<file path="src/rtl/renode_apb4_requester_queued_if.sv">
// Bus bundle for the queued APB4 requester: request port, response port and
// the APB4 completer signals. The master modport is the requester's view; the
// slave modport is the view of the surrounding system (request source plus
// APB completer).
interface renode_apb4_requester_queued_if #(
  parameter int AddressWidth = 32,
  parameter int DataWidth    = 32
);
  localparam int StrbWidth = DataWidth / 8;

  logic                    req_valid;
  logic                    req_ready;
  logic                    req_write;
  logic [AddressWidth-1:0] req_addr;
  logic [DataWidth-1:0]    req_wdata;
  logic [StrbWidth-1:0]    req_strb;
  logic [2:0]              req_prot;

  logic                    rsp_valid;
  logic [DataWidth-1:0]    rsp_rdata;
  logic                    rsp_error;
  logic                    rsp_timeout;

  logic [AddressWidth-1:0] paddr;
  logic                    psel;
  logic                    penable;
  logic                    pwrite;
  logic [DataWidth-1:0]    pwdata;
  logic [StrbWidth-1:0]    pstrb;
  logic [2:0]              pprot;
  logic                    pready;
  logic [DataWidth-1:0]    prdata;
  logic                    pslverr;

  modport master (
    input  req_valid, req_write, req_addr, req_wdata, req_strb, req_prot,
    input  pready, prdata, pslverr,
    output req_ready, rsp_valid, rsp_rdata, rsp_error, rsp_timeout,
    output paddr, psel, penable, pwrite, pwdata, pstrb, pprot
  );

  modport slave (
    output req_valid, req_write, req_addr, req_wdata, req_strb, req_prot,
    output pready, prdata, pslverr,
    input  req_ready, rsp_valid, rsp_rdata, rsp_error, rsp_timeout,
    input  paddr, psel, penable, pwrite, pwdata, pstrb, pprot
  );
endinterface

</file>
<file path="src/rtl/renode_apb4_requester_queued.sv">
// Queued APB4 requester. Requests are buffered in a small FIFO and issued as
// back-to-back APB transfers, with a forced IDLE cycle after Back2BackNum
// consecutive transfers. One rsp_valid pulse per completed transfer.
// Optional wait-state timeout: define RENODE_APB4_REQ_TIMEOUT_EN.
//
// state  | meaning
// IDLE   | no transfer on the bus; pops the FIFO head when level != 0
// SETUP  | psel = 1, penable = 0; always advances to ACCESS
// ACCESS | psel = 1, penable = 1; waits for pready (or timeout abort)
module renode_apb4_requester_queued #(
  parameter int AddressWidth  = 32,
  parameter int DataWidth     = 32,
  parameter int QueueDepth    = 4,
  parameter int Back2BackNum  = 4,
  parameter int TimeoutCycles = 256
) (
  input  logic                             clk,
  input  logic                             rst,
  renode_apb4_requester_queued_if.master   bus,
  output logic                             busy,
  output logic [$clog2(QueueDepth+1)-1:0]  queue_level
);
  localparam int StrbWidth  = DataWidth / 8;
  localparam int LevelWidth = $clog2(QueueDepth + 1);
  localparam int PtrWidth   = $clog2(QueueDepth);
  localparam int RunWidth   = $clog2(Back2BackNum + 1);

  typedef enum logic [1:0] {IDLE = 2'd0, SETUP = 2'd1, ACCESS = 2'd2} state_t;

  typedef struct packed {
    logic                    write;
    logic [AddressWidth-1:0] addr;
    logic [DataWidth-1:0]    wdata;
    logic [StrbWidth-1:0]    strb;
    logic [2:0]              prot;
  } xfer_t;

  state_t                state;
  xfer_t                 fifo_mem [QueueDepth];
  xfer_t                 in_req;
  xfer_t                 head_req;
  xfer_t                 xfer;
  logic [PtrWidth-1:0]   wr_ptr;
  logic [PtrWidth-1:0]   rd_ptr;
  logic [LevelWidth-1:0] level;
  logic [RunWidth-1:0]   run_cnt;
  logic                  full;
  logic                  push;
  logic                  pop;
  logic                  chain;
  logic                  abort;
  logic                  psel_q;
  logic                  penable_q;
  logic                  rsp_valid_q;
  logic                  rsp_error_q;
  logic [DataWidth-1:0]  rsp_rdata_q;

  // Read requests carry zero data/strobes so the APB outputs need no gating later.
  always_comb begin
    in_req       = '0;
    in_req.write = bus.req_write;
    in_req.addr  = bus.req_addr;
    in_req.wdata = bus.req_write ? bus.req_wdata : '0;
    in_req.strb  = bus.req_write ? bus.req_strb : '0;
    in_req.prot  = bus.req_prot;
  end

  // Full is judged on the registered level, so a same-cycle pop never frees a slot.
  assign full     = (level == LevelWidth'(QueueDepth));
  assign push     = bus.req_valid && !full;
  assign head_req = fifo_mem[rd_ptr];
  assign chain    = (level != '0) && (run_cnt < RunWidth'(Back2BackNum));
  assign pop      = ((state == IDLE) && (level != '0)) ||
                    ((state == ACCESS) && bus.pready && chain);

  // FIFO storage; entries need no reset since the pointers define validity.
  always_ff @(posedge clk) begin
    if (push) fifo_mem[wr_ptr] <= in_req;
  end

  // FIFO pointers and occupancy.
  always_ff @(posedge clk) begin
    if (rst) begin
      wr_ptr <= '0;
      rd_ptr <= '0;
      level  <= '0;
    end else begin
      if (push) wr_ptr <= wr_ptr + 1'b1;
      if (pop)  rd_ptr <= rd_ptr + 1'b1;
      case ({push, pop})
        2'b10:   level <= level + 1'b1;
        2'b01:   level <= level - 1'b1;
        default: level <= level;
      endcase
    end
  end

`ifdef RENODE_APB4_REQ_TIMEOUT_EN
  localparam int WaitWidth = $clog2(TimeoutCycles + 1);
  logic [WaitWidth-1:0] wait_cnt;
  logic                 rsp_timeout_q;

  // Terminal count reached on the last allowed stalled ACCESS cycle.
  assign abort = (state == ACCESS) && !bus.pready && (wait_cnt == '0);

  // Wait timer: reloads in SETUP, counts down through stalled ACCESS cycles.
  always_ff @(posedge clk) begin
    if (rst) begin
      wait_cnt      <= '0;
      rsp_timeout_q <= 1'b0;
    end else begin
      rsp_timeout_q <= abort;
      if (state == SETUP)
        wait_cnt <= WaitWidth'(TimeoutCycles - 1);
      else if ((state == ACCESS) && !bus.pready && (wait_cnt != '0))
        wait_cnt <= wait_cnt - 1'b1;
    end
  end

  assign bus.rsp_timeout = rsp_timeout_q;
`else
  logic unused_timeout_cfg;
  assign unused_timeout_cfg = (TimeoutCycles != 0);
  assign abort              = 1'b0;
  assign bus.rsp_timeout    = 1'b0;
`endif

  // Transfer sequencer with registered APB controls and response capture.
  always_ff @(posedge clk) begin
    if (rst) begin
      state       <= IDLE;
      run_cnt     <= '0;
      psel_q      <= 1'b0;
      penable_q   <= 1'b0;
      xfer        <= '0;
      rsp_valid_q <= 1'b0;
      rsp_rdata_q <= '0;
      rsp_error_q <= 1'b0;
    end else begin
      rsp_valid_q <= 1'b0;
      rsp_rdata_q <= '0;
      rsp_error_q <= 1'b0;
      case (state)
        IDLE: begin
          if (level != '0) begin
            state     <= SETUP;
            psel_q    <= 1'b1;
            penable_q <= 1'b0;
            xfer      <= head_req;
            run_cnt   <= RunWidth'(1);
          end
        end
        SETUP: begin
          state     <= ACCESS;
          penable_q <= 1'b1;
        end
        ACCESS: begin
          if (bus.pready) begin
            rsp_valid_q <= 1'b1;
            rsp_rdata_q <= xfer.write ? '0 : bus.prdata;
            rsp_error_q <= bus.pslverr;
            if (chain) begin
              state     <= SETUP;
              penable_q <= 1'b0;
              xfer      <= head_req;
              run_cnt   <= run_cnt + 1'b1;
            end else begin
              state     <= IDLE;
              psel_q    <= 1'b0;
              penable_q <= 1'b0;
              xfer      <= '0;
            end
          end else if (abort) begin
            rsp_valid_q <= 1'b1;
            rsp_error_q <= 1'b1;
            state       <= IDLE;
            psel_q      <= 1'b0;
            penable_q   <= 1'b0;
            xfer        <= '0;
          end
        end
        default: begin
          state     <= IDLE;
          psel_q    <= 1'b0;
          penable_q <= 1'b0;
          xfer      <= '0;
        end
      endcase
    end
  end

  assign bus.req_ready = !full;
  assign bus.psel      = psel_q;
  assign bus.penable   = penable_q;
  assign bus.paddr     = xfer.addr;
  assign bus.pwrite    = xfer.write;
  assign bus.pwdata    = xfer.wdata;
  assign bus.pstrb     = xfer.strb;
  assign bus.pprot     = xfer.prot;
  assign bus.rsp_valid = rsp_valid_q;
  assign bus.rsp_rdata = rsp_rdata_q;
  assign bus.rsp_error = rsp_error_q;
  assign busy          = (state != IDLE) || (level != '0);
  assign queue_level   = level;
endmodule
</file>
<file path="src/flat_wrapper.sv">
// flat-port wrapper written by rule: the top's interface ports become plain ports
module renode_apb4_requester_queued_flat 
#(
  parameter int AddressWidth  = 32,
  parameter int DataWidth     = 32,
  parameter int QueueDepth    = 4,
  parameter int Back2BackNum  = 4,
  parameter int TimeoutCycles = 256
)
  (clk, rst, busy, queue_level, bus_req_valid, bus_req_write, bus_req_addr, bus_req_wdata, bus_req_strb, bus_req_prot, bus_pready, bus_prdata, bus_pslverr, bus_req_ready, bus_rsp_valid, bus_rsp_rdata, bus_rsp_error, bus_rsp_timeout, bus_paddr, bus_psel, bus_penable, bus_pwrite, bus_pwdata, bus_pstrb, bus_pprot);
  renode_apb4_requester_queued_if #(.AddressWidth(AddressWidth), .DataWidth(DataWidth)) bus_i ();
  input  logic clk;
  input  logic rst;
  output logic busy;
  output logic [$clog2(QueueDepth+1)-1:0] queue_level;
  input wire logic [$bits(bus_i.req_valid)-1:0] bus_req_valid;
  input wire logic [$bits(bus_i.req_write)-1:0] bus_req_write;
  input wire logic [$bits(bus_i.req_addr)-1:0] bus_req_addr;
  input wire logic [$bits(bus_i.req_wdata)-1:0] bus_req_wdata;
  input wire logic [$bits(bus_i.req_strb)-1:0] bus_req_strb;
  input wire logic [$bits(bus_i.req_prot)-1:0] bus_req_prot;
  input wire logic [$bits(bus_i.pready)-1:0] bus_pready;
  input wire logic [$bits(bus_i.prdata)-1:0] bus_prdata;
  input wire logic [$bits(bus_i.pslverr)-1:0] bus_pslverr;
  output wire logic [$bits(bus_i.req_ready)-1:0] bus_req_ready;
  output wire logic [$bits(bus_i.rsp_valid)-1:0] bus_rsp_valid;
  output wire logic [$bits(bus_i.rsp_rdata)-1:0] bus_rsp_rdata;
  output wire logic [$bits(bus_i.rsp_error)-1:0] bus_rsp_error;
  output wire logic [$bits(bus_i.rsp_timeout)-1:0] bus_rsp_timeout;
  output wire logic [$bits(bus_i.paddr)-1:0] bus_paddr;
  output wire logic [$bits(bus_i.psel)-1:0] bus_psel;
  output wire logic [$bits(bus_i.penable)-1:0] bus_penable;
  output wire logic [$bits(bus_i.pwrite)-1:0] bus_pwrite;
  output wire logic [$bits(bus_i.pwdata)-1:0] bus_pwdata;
  output wire logic [$bits(bus_i.pstrb)-1:0] bus_pstrb;
  output wire logic [$bits(bus_i.pprot)-1:0] bus_pprot;
  assign bus_i.req_valid = bus_req_valid;
  assign bus_i.req_write = bus_req_write;
  assign bus_i.req_addr = bus_req_addr;
  assign bus_i.req_wdata = bus_req_wdata;
  assign bus_i.req_strb = bus_req_strb;
  assign bus_i.req_prot = bus_req_prot;
  assign bus_i.pready = bus_pready;
  assign bus_i.prdata = bus_prdata;
  assign bus_i.pslverr = bus_pslverr;
  assign bus_req_ready = bus_i.req_ready;
  assign bus_rsp_valid = bus_i.rsp_valid;
  assign bus_rsp_rdata = bus_i.rsp_rdata;
  assign bus_rsp_error = bus_i.rsp_error;
  assign bus_rsp_timeout = bus_i.rsp_timeout;
  assign bus_paddr = bus_i.paddr;
  assign bus_psel = bus_i.psel;
  assign bus_penable = bus_i.penable;
  assign bus_pwrite = bus_i.pwrite;
  assign bus_pwdata = bus_i.pwdata;
  assign bus_pstrb = bus_i.pstrb;
  assign bus_pprot = bus_i.pprot;
  renode_apb4_requester_queued #(.AddressWidth(AddressWidth), .DataWidth(DataWidth), .QueueDepth(QueueDepth), .Back2BackNum(Back2BackNum), .TimeoutCycles(TimeoutCycles)) u_core (.clk(clk), .rst(rst), .bus(bus_i), .busy(busy), .queue_level(queue_level));
endmodule
</file>
<file path="config.mk">
export PLATFORM = sky130hd
export DESIGN_NAME = renode_apb4_requester_queued_flat
export DESIGN_NICKNAME = d
export VERILOG_FILES = /design/src/rtl/renode_apb4_requester_queued_if.sv /design/src/rtl/renode_apb4_requester_queued.sv /design/src/flat_wrapper.sv
export SDC_FILE = /design/constraint.sdc
export NUM_CORES = 1
export LEC_CHECK = 0
export BUFFER_PORTS_ARGS = -buffer_cell sky130_fd_sc_hd__buf_2
export CAP_MARGIN = 10
export CORE_MARGIN = 2
export CORE_UTILIZATION = 51
export CTS_CLUSTER_SIZE = 28
export DETAILED_ROUTE_END_ITERATION = 10
export PLACE_DENSITY = 0.76
export SLEW_MARGIN = 10
export SYNTH_ARGS = -nofsm -noshare
export SYNTH_HDL_FRONTEND = slang
export SYNTH_SLANG_ARGS = --single-unit
</file>
<file path="constraint.sdc">
create_clock -name clk -period 2.7 [get_ports clk]
set_input_delay 0.27 -clock clk [delete_from_list [all_inputs] [get_ports clk]]
set_output_delay 0.27 -clock clk [all_outputs]
set_load 0.01 [all_outputs]
</file>
==> metrics.md, run 1 <==
| Metric | Value |
|---|---|
| Hold Vio Cnt, Final | `0` |
| Crit-path max cell delay | `0.58 ns` |
| Reg2reg path depth | `8` |
| Die Ht | `173 um` |
| Vias in the first global route | `8390` |
| IO Port Bufs | `221` |
| Asr flop ratio synth | `0` |
| Setup Buffers After CTS | `0` |
| Post-Syn Instances | `748` |
| Worst-Margin Slew | `between 0.7 and 0.8 ns` |
| Count of state elements after synthesis | `409` |
| # setup viols final | `0` |
| 1st-iter DRT viols | `650` |
| Area Growth Syn to Fin | `24.6%` |
| Yosys top cell by area | `edfxtp_1` |
| Worst Hold Class | `in -> reg` |
| Critical Path RT | `between 3 and 4 ns` |
| Final Non-Filler Cells | `approximately 1500` |
| Number of core rows | `62` |
| Synth top area cells | `edfxtp_1 (59%), dfxtp_1 (17%), mux4_2 (11%)` |
| CP Class | `reg -> reg` |
| WHS Path Cells | `2` |
| Global route overflow | `0` |
| Final worst clock skew | `around 0.014 ns` |
| Pwr dens | `979 nW/um^2` |
| Yosys top cell area share | `0.591` |
| Fmax | `417 MHz` |
| Post-synthesis cell type count | `42` |
| Tmin final | `around 2.4 ns` |
| Longest Clk Path Bufs | `3` |
| Dpl ws | `0.324 ns` |
| Worst skew pair latency | `0.53 ns` |
| Startpoint of the worst hold path | `bus_req_wdata[27]` |
| Crit Path Max Fanout | `10` |
| Synth top cells by count | `edfxtp_1 (288), dfxtp_1 (121), a32o_1 (72), mux4_2 (72), and2_1 (69)` |
| Register area share after synthesis | `0.757` |
| GPL Wtd Cong | `0.778` |
| Worst-path clk slew | `0.06 ns` |
| RR Startpoint | `u_core.queue_level[2]` |
| CTS root buf | `clkbuf_16` |
| Total wire length | `30.1 mm` |
| All-Layer GR Usage | `0.201` |
| Hpwl dp | `~17 mm` |
| Outcome | `completed` |
| Cell with the most instances after synthesis | `edfxtp_1` |
| CP Launch Type | `flip-flop` |
| Syn Area/Cell | `19.6 sq um` |
| Ys flop type | `edfxtp_1` |
| Drt via density | `5.56` |
| Final period util | `0.889` |
| Setup ws final | `0.301 ns` |
| Max Cap Viol | `0` |
| Pin count of the biggest net entering global routing | `74` |
| FF-to-FF setup slack | `about 0.30 ns` |
| Post-synth EDFFs | `288` |
| Critical-path top delay cell | `or3b_2` |
| Worst VDD drop | `approximately 0.7 mV` |
| Layout cells sized above 1 | `0.360` |
| Power consumption | `17.9 mW` |
| Number of remaining DRC errors | `0` |
| Slew Viols, Final | `0` |
| CTS buffer count | `42` |
| CTS tree | `done` |
| Yosys warning count | `0` |
| Relative slew margins | `0.473` |
| Placed cells | `1320` |
| Post-synthesis cell area | `14600 sq um` |
| Global-route wire length before repair | `47.0 mm` |
| Ports | `roughly 220` |
| Fin area | `18200 sq um` |
| Hold_buf cts | `68` |
| Die ar. | `between 30000 and 40000 sq um` |
| Clock Sink Count | `slightly above 400` |
| WL/cell | `20.5 um` |
| Die W | `173 um` |
| Lkg Pwr | `6.69 nW` |
| Number of routed nets with antenna violations | `0` |
| Worst path cell trace | `or3b_2, nand2_1, ha_1, inv_1, fa_1, xor2_1, or3_1, a21oi_1` |
| R2R Path End | `u_core.queue_level[2]` |
| WP data arrival | `2.85 ns` |
| Via count | `8148` |
| RSZ-0062 raised after global routing | `no` |
| First-pass DRT Iterations | `5` |
| Initial antenna violation count | `1` |
| Critical path endpoint category | `flip-flop` |
| Initial Util | `0.514` |
| Hold Path Sink | `u_core.fifo_mem[0][34]` |
| Setup TNS | `0 ns` |
| Post-CTS resize count | `0` |
| Core Box Area | `28500 sq um` |
| Final Net Count | `1164` |
| Placed inst area | `16200 sq um` |
| Net Count, Synth | `864` |
| CTS H-tree depth | `2` |
## worst max-delay path: cells and delay by family, from the launching register on
kind / cells / cell delay (ns)
buffers and inverters: 1 / 0.06
flip-flops: 1 / 0.40
adder cells (fa/ha/maj): 2 / 0.55
AND/OR/NAND/NOR: 3 / 1.01
AO/OA/AOI/OAI: 1 / 0.15
XOR/XNOR: 1 / 0.16
## power by group
part	switching [mW]	total, mW	internal [mW]	leakage (nW)
combinational	2.22	4.13	1.92	2.39
sequential	0.547	8.27	7.72	3.66
clock	2.27	5.45	3.19	0.644
total	5.03	17.9	12.8	6.69
## worst max path at each step
stage | start | to | slack, ns | cells after the start
3_3_place_gp | u_core.queue_level[2] | u_core.queue_level[2] | 0.39 | 8
4_1_cts | u_core.queue_level[2] | u_core.queue_level[2] | 0.31 | 8
6_report | u_core.queue_level[2] | u_core.queue_level[2] | 0.30 | 8
5_1_grt | u_core.queue_level[2] | u_core.queue_level[2] | 0.19 | 8
2_1_floorplan | u_core.queue_level[2] | u_core.queue_level[2] | 0.31 | 9
3_5_place_dp | u_core.queue_level[2] | u_core.queue_level[2] | 0.32 | 8
## final cells by class
cell class	instances	area, sq um
Fill cell	1924	10200
Clock inverter	19	168
Inverter	10	37.5
Sequential cell	409	11100
Timing Repair Buffer	307	2020
Multi-Input combinational cell	278	3300
Antenna cell	1	2.50
Clock buffer	57	1150
Tap cell	384	480
## registers in the layout, indices dropped and copies added, names as in the netlist, named ones only
| name | cells |
|---|---|
| u_core.bus.paddr | 32 |
| u_core.bus.pwdata | 32 |
| u_core.bus.psel | 1 |
| u_core.bus.pwrite | 1 |
| u_core.fifo_mem | 288 |
| u_core.state | 2 |
| u_core.bus.rsp_valid | 1 |
| u_core.bus.pprot | 3 |
| u_core.queue_level | 3 |
| u_core.wr_ptr | 2 |
| u_core.rd_ptr | 2 |
| u_core.bus.rsp_rdata | 32 |
| u_core.bus.rsp_error | 1 |
| u_core.bus.pstrb | 4 |
| u_core.run_cnt | 3 |
## cell families (layout without fill, tap and decap cells)
group | after synthesis | after routing | synth area share
AOI/OAI and AO/OA | 91 | 91 | 0.0600
xor gates and xnor gates | 2 | 2 | 0.00120
adders and majority gates | 7 | 7 | 0.00650
buffers and inverters | 61 | 393 | 0.0204
DFF | 409 | 409 | 0.757
muxes | 75 | 75 | 0.113
other | 1 | 2 | 0.000256
and+or+nand+nor | 102 | 102 | 0.0419
## through the flow
| stage | util | hold WS [ns] |
|---|---|---|
| 2_1_floorplan | - | 0.369 |
| 3_3_place_gp | 0.570 | 0.463 |
| 3_5_place_dp | 0.570 | 0.472 |
| 4_1_cts | 0.640 | 0.0783 |
| 5_1_grt | 0.640 | 0.0975 |
| 6_report | 0.640 | 0.102 |
## placed cells by master, fill, tap and decap left out, types with 6 or more instances in the layout
master | Yosys | final
nor2_1 | 9 | 9
a32o_1 | 72 | 72
and2_1 | 69 | 69
clkbuf_1 | 31 | 11
mux4_2 | 72 | 72
dfxtp_1 | 121 | 119
clkbuf_16 | 0 | 42
buf_2 | 10 | 221
ha_1 | 6 | 6
inv_1 | 10 | 9
edfxtp_1 | 288 | 288
buf_12 | 0 | 8
clkinv_2 | 0 | 6
buf_4 | 1 | 10
dlygate4sd3_1 | 0 | 68
## per-layer routing
| layer | track usage | wire length [um] | vias up |
|---|---|---|---|
| li1 | - | - | 3632 |
| met1 | 0.274 | 12700 | 4130 |
| met2 | 0.337 | 14700 | 342 |
| met3 | 0.0362 | 2090 | 44 |
| met4 | 0.0572 | 619 | 0 |
| met5 | 0 | 0 | - |
Power figures use the tool's default switching activity.
==> run 2: changes to the inputs <==
Settings changed: CORE_UTILIZATION 51 to 56, PLACE_DENSITY 0.76 to 0.79.
Clock period 2.7 ns to 2.23 ns, I/O delays scaled along.
==> run 2 against run 1 <==
Net effect: global-route usage increased by 2.8 points; fmax increased by 11%; sequential power increased by 20%; count of clock-buffer cells in the layout decreased by 3; clock skew increased by 0.0083 ns; critical path depth unchanged; hold slack got worse by 0.055 ns; non-clock buffer count increased by 7; flip-flop and latch count unchanged; die area decreased by 8.7%; largest power group unchanged.
==> metrics.md, run 2 (same netlist as run 1, synthesis figures left out) <==
| Metric | Value |
|---|---|
| Outcome | `completed (unchanged)` |
| Critical Path RT | `2.68 ns (was 3.16 ns)` |
| Initial Util | `0.566 (was 0.514)` |
| Pwr dens | `1190 nW/um^2 (was 979 nW/um^2)` |
| CP Class | `reg -> reg (unchanged)` |
| Setup Buffers After CTS | `0 (unchanged)` |
| Vias in the first global route | `8583 (was 8390)` |
| WL/cell | `22.1 um (was 20.5 um)` |
| IO Port Bufs | `221 (unchanged)` |
| Lkg Pwr | `6.75 nW (was 6.69 nW)` |
| Area Growth Syn to Fin | `25.1% (was 24.6%)` |
| Relative slew margins | `0.542 (was 0.473)` |
| Layout cells sized above 1 | `0.374 (was 0.360)` |
| Die W | `166 um (was 173 um)` |
| # setup viols final | `0 (unchanged)` |
| Hold Vio Cnt, Final | `0 (unchanged)` |
| Setup TNS | `0 ns (unchanged)` |
| Slew Viols, Final | `0 (unchanged)` |
| Power consumption | `21.8 mW (was 17.9 mW)` |
| All-Layer GR Usage | `0.229 (was 0.201)` |
| Longest Clk Path Bufs | `3 (unchanged)` |
| Global route overflow | `0 (unchanged)` |
| Critical path endpoint category | `flip-flop (unchanged)` |
| Number of routed nets with antenna violations | `0 (unchanged)` |
| CTS root buf | `clkbuf_16 (unchanged)` |
| Die ar. | `27400 sq um (was 30100 sq um)` |
| Worst VDD drop | `0.898 mV (was 0.701 mV)` |
| Final hold slack | `0.0478 ns (was 0.102 ns)` |
| Most common cell after layout, fill and taps aside | `edfxtp_1 (unchanged)` |
| Global-route wire length before repair | `48.5 mm (was 47.0 mm)` |
| Final Net Count | `1170 (was 1164)` |
| CTS H-tree depth | `2 (unchanged)` |
| Number of remaining DRC errors | `0 (unchanged)` |
| Hpwl dp | `18.4 mm (was 16.7 mm)` |
| Final core utilization | `0.708 (was 0.640)` |
| Max Cap Viol | `0 (unchanged)` |
| Initial antenna violation count | `0 (was 1)` |
| CP Launch Type | `flip-flop (unchanged)` |
| Antenna diodes | `0 (was 1)` |
| WP data arrival | `2.61 ns (was 2.85 ns)` |
| Final worst clock skew | `0.0228 ns (was 0.0144 ns)` |
| Crit Path Max Fanout | `6 (was 10)` |
| Final period util | `0.971 (was 0.889)` |
| RSZ-0062 raised after global routing | `no (unchanged)` |
| Fmax | `462 MHz (was 417 MHz)` |
| Pin count of the biggest net entering global routing | `47 (was 74)` |
| Worst-path clk slew | `0.06 ns (about the same)` |
| Number of core rows | `59 (was 62)` |
| First-pass DRT Iterations | `5 (unchanged)` |
| GPL Wtd Cong | `0.823 (was 0.778)` |
| Most flops, register | `u_core.fifo_mem (unchanged)` |
| Worst skew pair latency | `0.54 ns (was 0.53 ns)` |
| Worst Hold Class | `in -> reg (unchanged)` |
| Drt via density | `5.77 (was 5.56)` |
| Max reg flops | `288 (unchanged)` |
| Final Non-Filler Cells | `1420 (was 1465)` |
| CTS buffer count | `41 (was 42)` |
| Total wire length | `31.4 mm (was 30.1 mm)` |
| Fin area | `18300 sq um (was 18200 sq um)` |
| Worst-Margin Slew | `0.687 ns (was 0.789 ns)` |
| Setup ws final | `0.0638 ns (was 0.301 ns)` |
| Via count | `8194 (was 8148)` |
| Dpl ws | `0.0947 ns (was 0.324 ns)` |
| Placed inst area | `16300 sq um (was 16200 sq um)` |
| Die Ht | `166 um (was 173 um)` |
| Clock Sink Count | `409 (unchanged)` |
| Ports | `223 (unchanged)` |
| Placed cells | `1279 (was 1320)` |
| Most frequent cells in the layout | `edfxtp_1 (288), buf_2 (221), dfxtp_1 (116), mux4_2 (72), a32o_1 (72) (was edfxtp_1 (288), buf_2 (221), dfxtp_1 (119), mux4_2 (72), a32o_1 (72))` |
| Tmin final | `2.17 ns (was 2.40 ns)` |
| Core Box Area | `25800 sq um (was 28500 sq um)` |
| 1st-iter DRT viols | `635 (was 650)` |
| CTS tree | `done (unchanged)` |
run 2: cell types whose count changed in the layout (fill, tap and decap cells not counted), moves of 2 or more:
cell / delta
clkinv_2: +3
clkbuf_1: -2
buf_4: +2
dfxtp_4: +2
clkinv_1: -3
buf_12: +6
dfxtp_1: -3
run 2: layout make-up:
| class | count | area (sq um) |
|---|---|---|
| sequential | 409 | 11100 |
| fill | 1577 | 7540 |
| clock inverter | 20 | 189 |
| tap | 335 | 419 |
| multi-input combinational | 278 | 3310 |
| inverter | 10 | 37.5 |
| clock buffer | 54 | 1110 |
| timing repair buffer | 314 | 2150 |
run 2: repair_timing:
action / in CTS / in global routing
hold buffers: 67 / 0
endpoints found under the setup margin: 0 / 1
resized for setup: 0 / 1
endpoints found under the hold margin: 172 / 0
run 2: critical path: stages (launching register included):
cell and delay [ns]:
dfxtp_4 0.36, or3b_2 0.49, nand2_1 0.09, ha_2 0.18, inv_1 0.05, fa_2 0.33
xor2_1 0.15, or3_1 0.31, a21oi_1 0.14
run 2: report_power, final:
group	switching [mW]	total [mW]	internal, mW
clock	2.75	6.62	3.88
combinational	2.82	5.25	2.42
sequential	0.592	9.95	9.35
total	6.16	21.8	15.7
run 2: final timing paths:
path                                                to             startpoint  slack [ns]  cells after the start
worst min-delay path            u_core.fifo_mem[2][14]       bus_req_wdata[7]        0.05                      2
worst min register to register       u_core.run_cnt[1]      u_core.run_cnt[1]        0.49                      2
worst max-delay path             u_core.queue_level[2]  u_core.queue_level[0]        0.06                      8
worst max register to register   u_core.queue_level[2]  u_core.queue_level[0]        0.06                      8
run 2: routing by layer:
metal | wire length, um | global-route usage | part of all wire
met5 | 0 | 0 | 0
met4 | 807 | 0.0749 | 0.026
met3 | 2180 | 0.0428 | 0.069
met2 | 15600 | 0.384 | 0.50
met1 | 12800 | 0.307 | 0.41
==> run 3: changes to the inputs <==
Settings changed: PLACE_DENSITY 0.79 to default, PLACE_DENSITY_LB_ADDON from default to 0.05, SLEW_MARGIN 10 to default.
==> run 3 against run 2 <==
Net effect: fmax is 1.5% higher; clock power hardly changed; power is 0.34% higher; cell area is 0.86% higher; clock skew is 0.010 ns lower; critical endpoint unchanged; highest routed layer unchanged.
==> metrics.md, run 3 (same netlist as run 1, synthesis figures left out) <==
| Metric | Value |
|---|---|
| Worst VDD drop | `1.01 mV (was 0.898 mV)` |
| Layout cells sized above 1 | `0.376 (was 0.374)` |
| Die Ht | `166 um (unchanged)` |
| Initial Util | `0.566 (unchanged)` |
| Drt via density | `5.68 (was 5.77)` |
| Tmin final | `2.13 ns (was 2.17 ns)` |
| Via count | `8137 (was 8194)` |
| Crit path buffers/inverters | `1 (unchanged)` |
| Vias in the first global route | `8702 (was 8583)` |
| Number of core rows | `59 (unchanged)` |
| Final hold slack | `0.0601 ns (was 0.0478 ns)` |
| CP Class | `reg -> reg (unchanged)` |
| All-Layer GR Usage | `0.227 (was 0.229)` |
| Fmax | `469 MHz (was 462 MHz)` |
| Crit-path leading delay family | `simple AND/OR/NAND/NOR gates (unchanged)` |
| Max reg flops | `288 (unchanged)` |
| Clock Sink Count | `409 (unchanged)` |
| Critical Path RT | `2.68 ns (about the same)` |
| CTS buffer count | `41 (unchanged)` |
| WL/cell | `21.6 um (was 22.1 um)` |
| CTS root buf | `clkbuf_16 (unchanged)` |
| Crit-path max cell delay | `0.33 ns (was 0.49 ns)` |
| IO Port Bufs | `221 (unchanged)` |
| CP Launch Type | `flip-flop (unchanged)` |
| Initial antenna violation count | `0 (unchanged)` |
| Die W | `166 um (unchanged)` |
| Number of routed nets with antenna violations | `0 (unchanged)` |
| Most flops, register | `u_core.fifo_mem (unchanged)` |
| Relative slew margins | `0.541 (was 0.542)` |
| Ports | `223 (unchanged)` |
| Max Cap Viol | `0 (unchanged)` |
| GPL Wtd Cong | `0.829 (was 0.823)` |
| Die ar. | `27400 sq um (unchanged)` |
| Final Net Count | `1181 (was 1170)` |
| Final worst clock skew | `0.0124 ns (was 0.0228 ns)` |
| Total wire length | `30.9 mm (was 31.4 mm)` |
| CTS tree | `done (unchanged)` |
| Most common cell after layout, fill and taps aside | `edfxtp_1 (unchanged)` |
| Number of remaining DRC errors | `0 (unchanged)` |
| Critical path endpoint category | `flip-flop (unchanged)` |
| Pwr dens | `1190 nW/um^2 (about the same)` |
| Final period util | `0.957 (was 0.971)` |
| Worst path cell trace | `nand2b_2, a211oi_4, ha_2, inv_1, fa_2, xor2_1, or3_1, a21oi_1 (was or3b_2, nand2_1, ha_2, inv_1, fa_2, xor2_1, or3_1, a21oi_1)` |
| Fin area | `18500 sq um (was 18300 sq um)` |
| Outcome | `completed (unchanged)` |
| CTS H-tree depth | `2 (unchanged)` |
| Worst-path clk slew | `0.06 ns (about the same)` |
| Hold Vio Cnt, Final | `0 (unchanged)` |
| WP data arrival | `2.58 ns (was 2.61 ns)` |
| Worst Hold Class | `in -> reg (unchanged)` |
| Placed inst area | `16400 sq um (was 16300 sq um)` |
| RSZ-0062 raised after global routing | `no (unchanged)` |
| Hpwl dp | `18.6 mm (was 18.4 mm)` |
| Slew Viols, Final | `0 (unchanged)` |
| 1st-iter DRT viols | `561 (was 635)` |
| Core Box Area | `25800 sq um (unchanged)` |
| Global route overflow | `0 (unchanged)` |
| Crit Path Max Fanout | `4 (was 6)` |
| # setup viols final | `0 (unchanged)` |
| First-pass DRT Iterations | `5 (unchanged)` |
| Most frequent cells in the layout | `edfxtp_1 (288), buf_2 (221), dfxtp_1 (116), mux4_2 (72), a32o_1 (72) (unchanged)` |
| Lkg Pwr | `6.84 nW (was 6.75 nW)` |
| Area Growth Syn to Fin | `26.2% (was 25.1%)` |
| Antenna diodes | `0 (unchanged)` |
| Critical-path top delay cell | `dfxtp_1 (was or3b_2)` |
| Pin count of the biggest net entering global routing | `73 (was 47)` |
| Global-route wire length before repair | `48.8 mm (was 48.5 mm)` |
| Longest Clk Path Bufs | `3 (unchanged)` |
| Worst skew pair latency | `0.53 ns (was 0.54 ns)` |
| Worst-Margin Slew | `0.689 ns (was 0.687 ns)` |
| Setup TNS | `0 ns (unchanged)` |
-- run 3: worst paths after layout --
kind	cells after the start	slack [ns]	startpoint	end
setup / recovery	8	0.1	u_core.run_cnt[2]	u_core.queue_level[2]
setup reg to reg	8	0.1	u_core.run_cnt[2]	u_core.queue_level[2]
hold reg to reg	1	0.49	u_core.bus.paddr[30]	u_core.bus.paddr[30]
hold / removal	2	0.06	bus_req_wdata[2]	u_core.fifo_mem[1][9]
-- run 3: cell type report --
type                    instances  area [sq um]
clock buffers                  61          1200
clock inverters                14           119
fillers                      1613          7380
inverters                      10          37.5
multi-input cells             278          3320
flip-flops and latches        409         11100
well taps                     335           419
repair buffers                325          2270
-- run 3: stage by stage --
| stage | power [mW] | cells | util | worst slack [ns] |
|---|---|---|---|---|
| 6_report | 21.9 | 1432 | 0.714 | 0.0961 |
| 5_1_grt | 22.8 | 1432 | 0.714 | 0.0291 |
| 4_1_cts | 22.0 | 1431 | 0.713 | 0.0158 |
| 3_5_place_dp | 15.3 | 1287 | 0.636 | 0.0289 |
| 3_3_place_gp | 15.1 | 1287 | 0.636 | 0.124 |
| 2_1_floorplan | 13.2 | 748 | - | 0.00487 |
-- run 3: what timing repair did --
item / CTS / global route
hold endpoints to repair: 177 / 0
buffers inserted: 0 / 1
resized for setup: 0 / 4
hold buffers: 69 / 0
setup endpoints to repair: 0 / 1
-- run 3: report_power, final --
group / switching [mW] / internal (mW) / leakage (nW) / total (mW)
clock: 2.66 / 3.96 / 0.654 / 6.62
combinational: 2.84 / 2.48 / 2.52 / 5.32
sequential: 0.595 / 9.35 / 3.66 / 9.95
total: 6.09 / 15.8 / 6.84 / 21.9
-- run 3: worst register-to-register path, cell delays in order, from the launching register on --
cell and delay [ns]:
dfxtp_1 0.33, nand2b_2 0.24, a211oi_4 0.25, ha_2 0.22, inv_1 0.05, fa_2 0.33
xor2_1 0.16, or3_1 0.32, a21oi_1 0.15
-- run 3: routing by layer --
metal / up-vias / share of wire / global-route usage / wire length, um
li1: 3669 / - / - / -
met1: 4106 / 0.41 / 0.297 / 12700
met2: 320 / 0.51 / 0.397 / 15800
met3: 42 / 0.062 / 0.0425 / 1920
met4: 0 / 0.017 / 0.0571 / 517
met5: - / 0 / 0 / 0
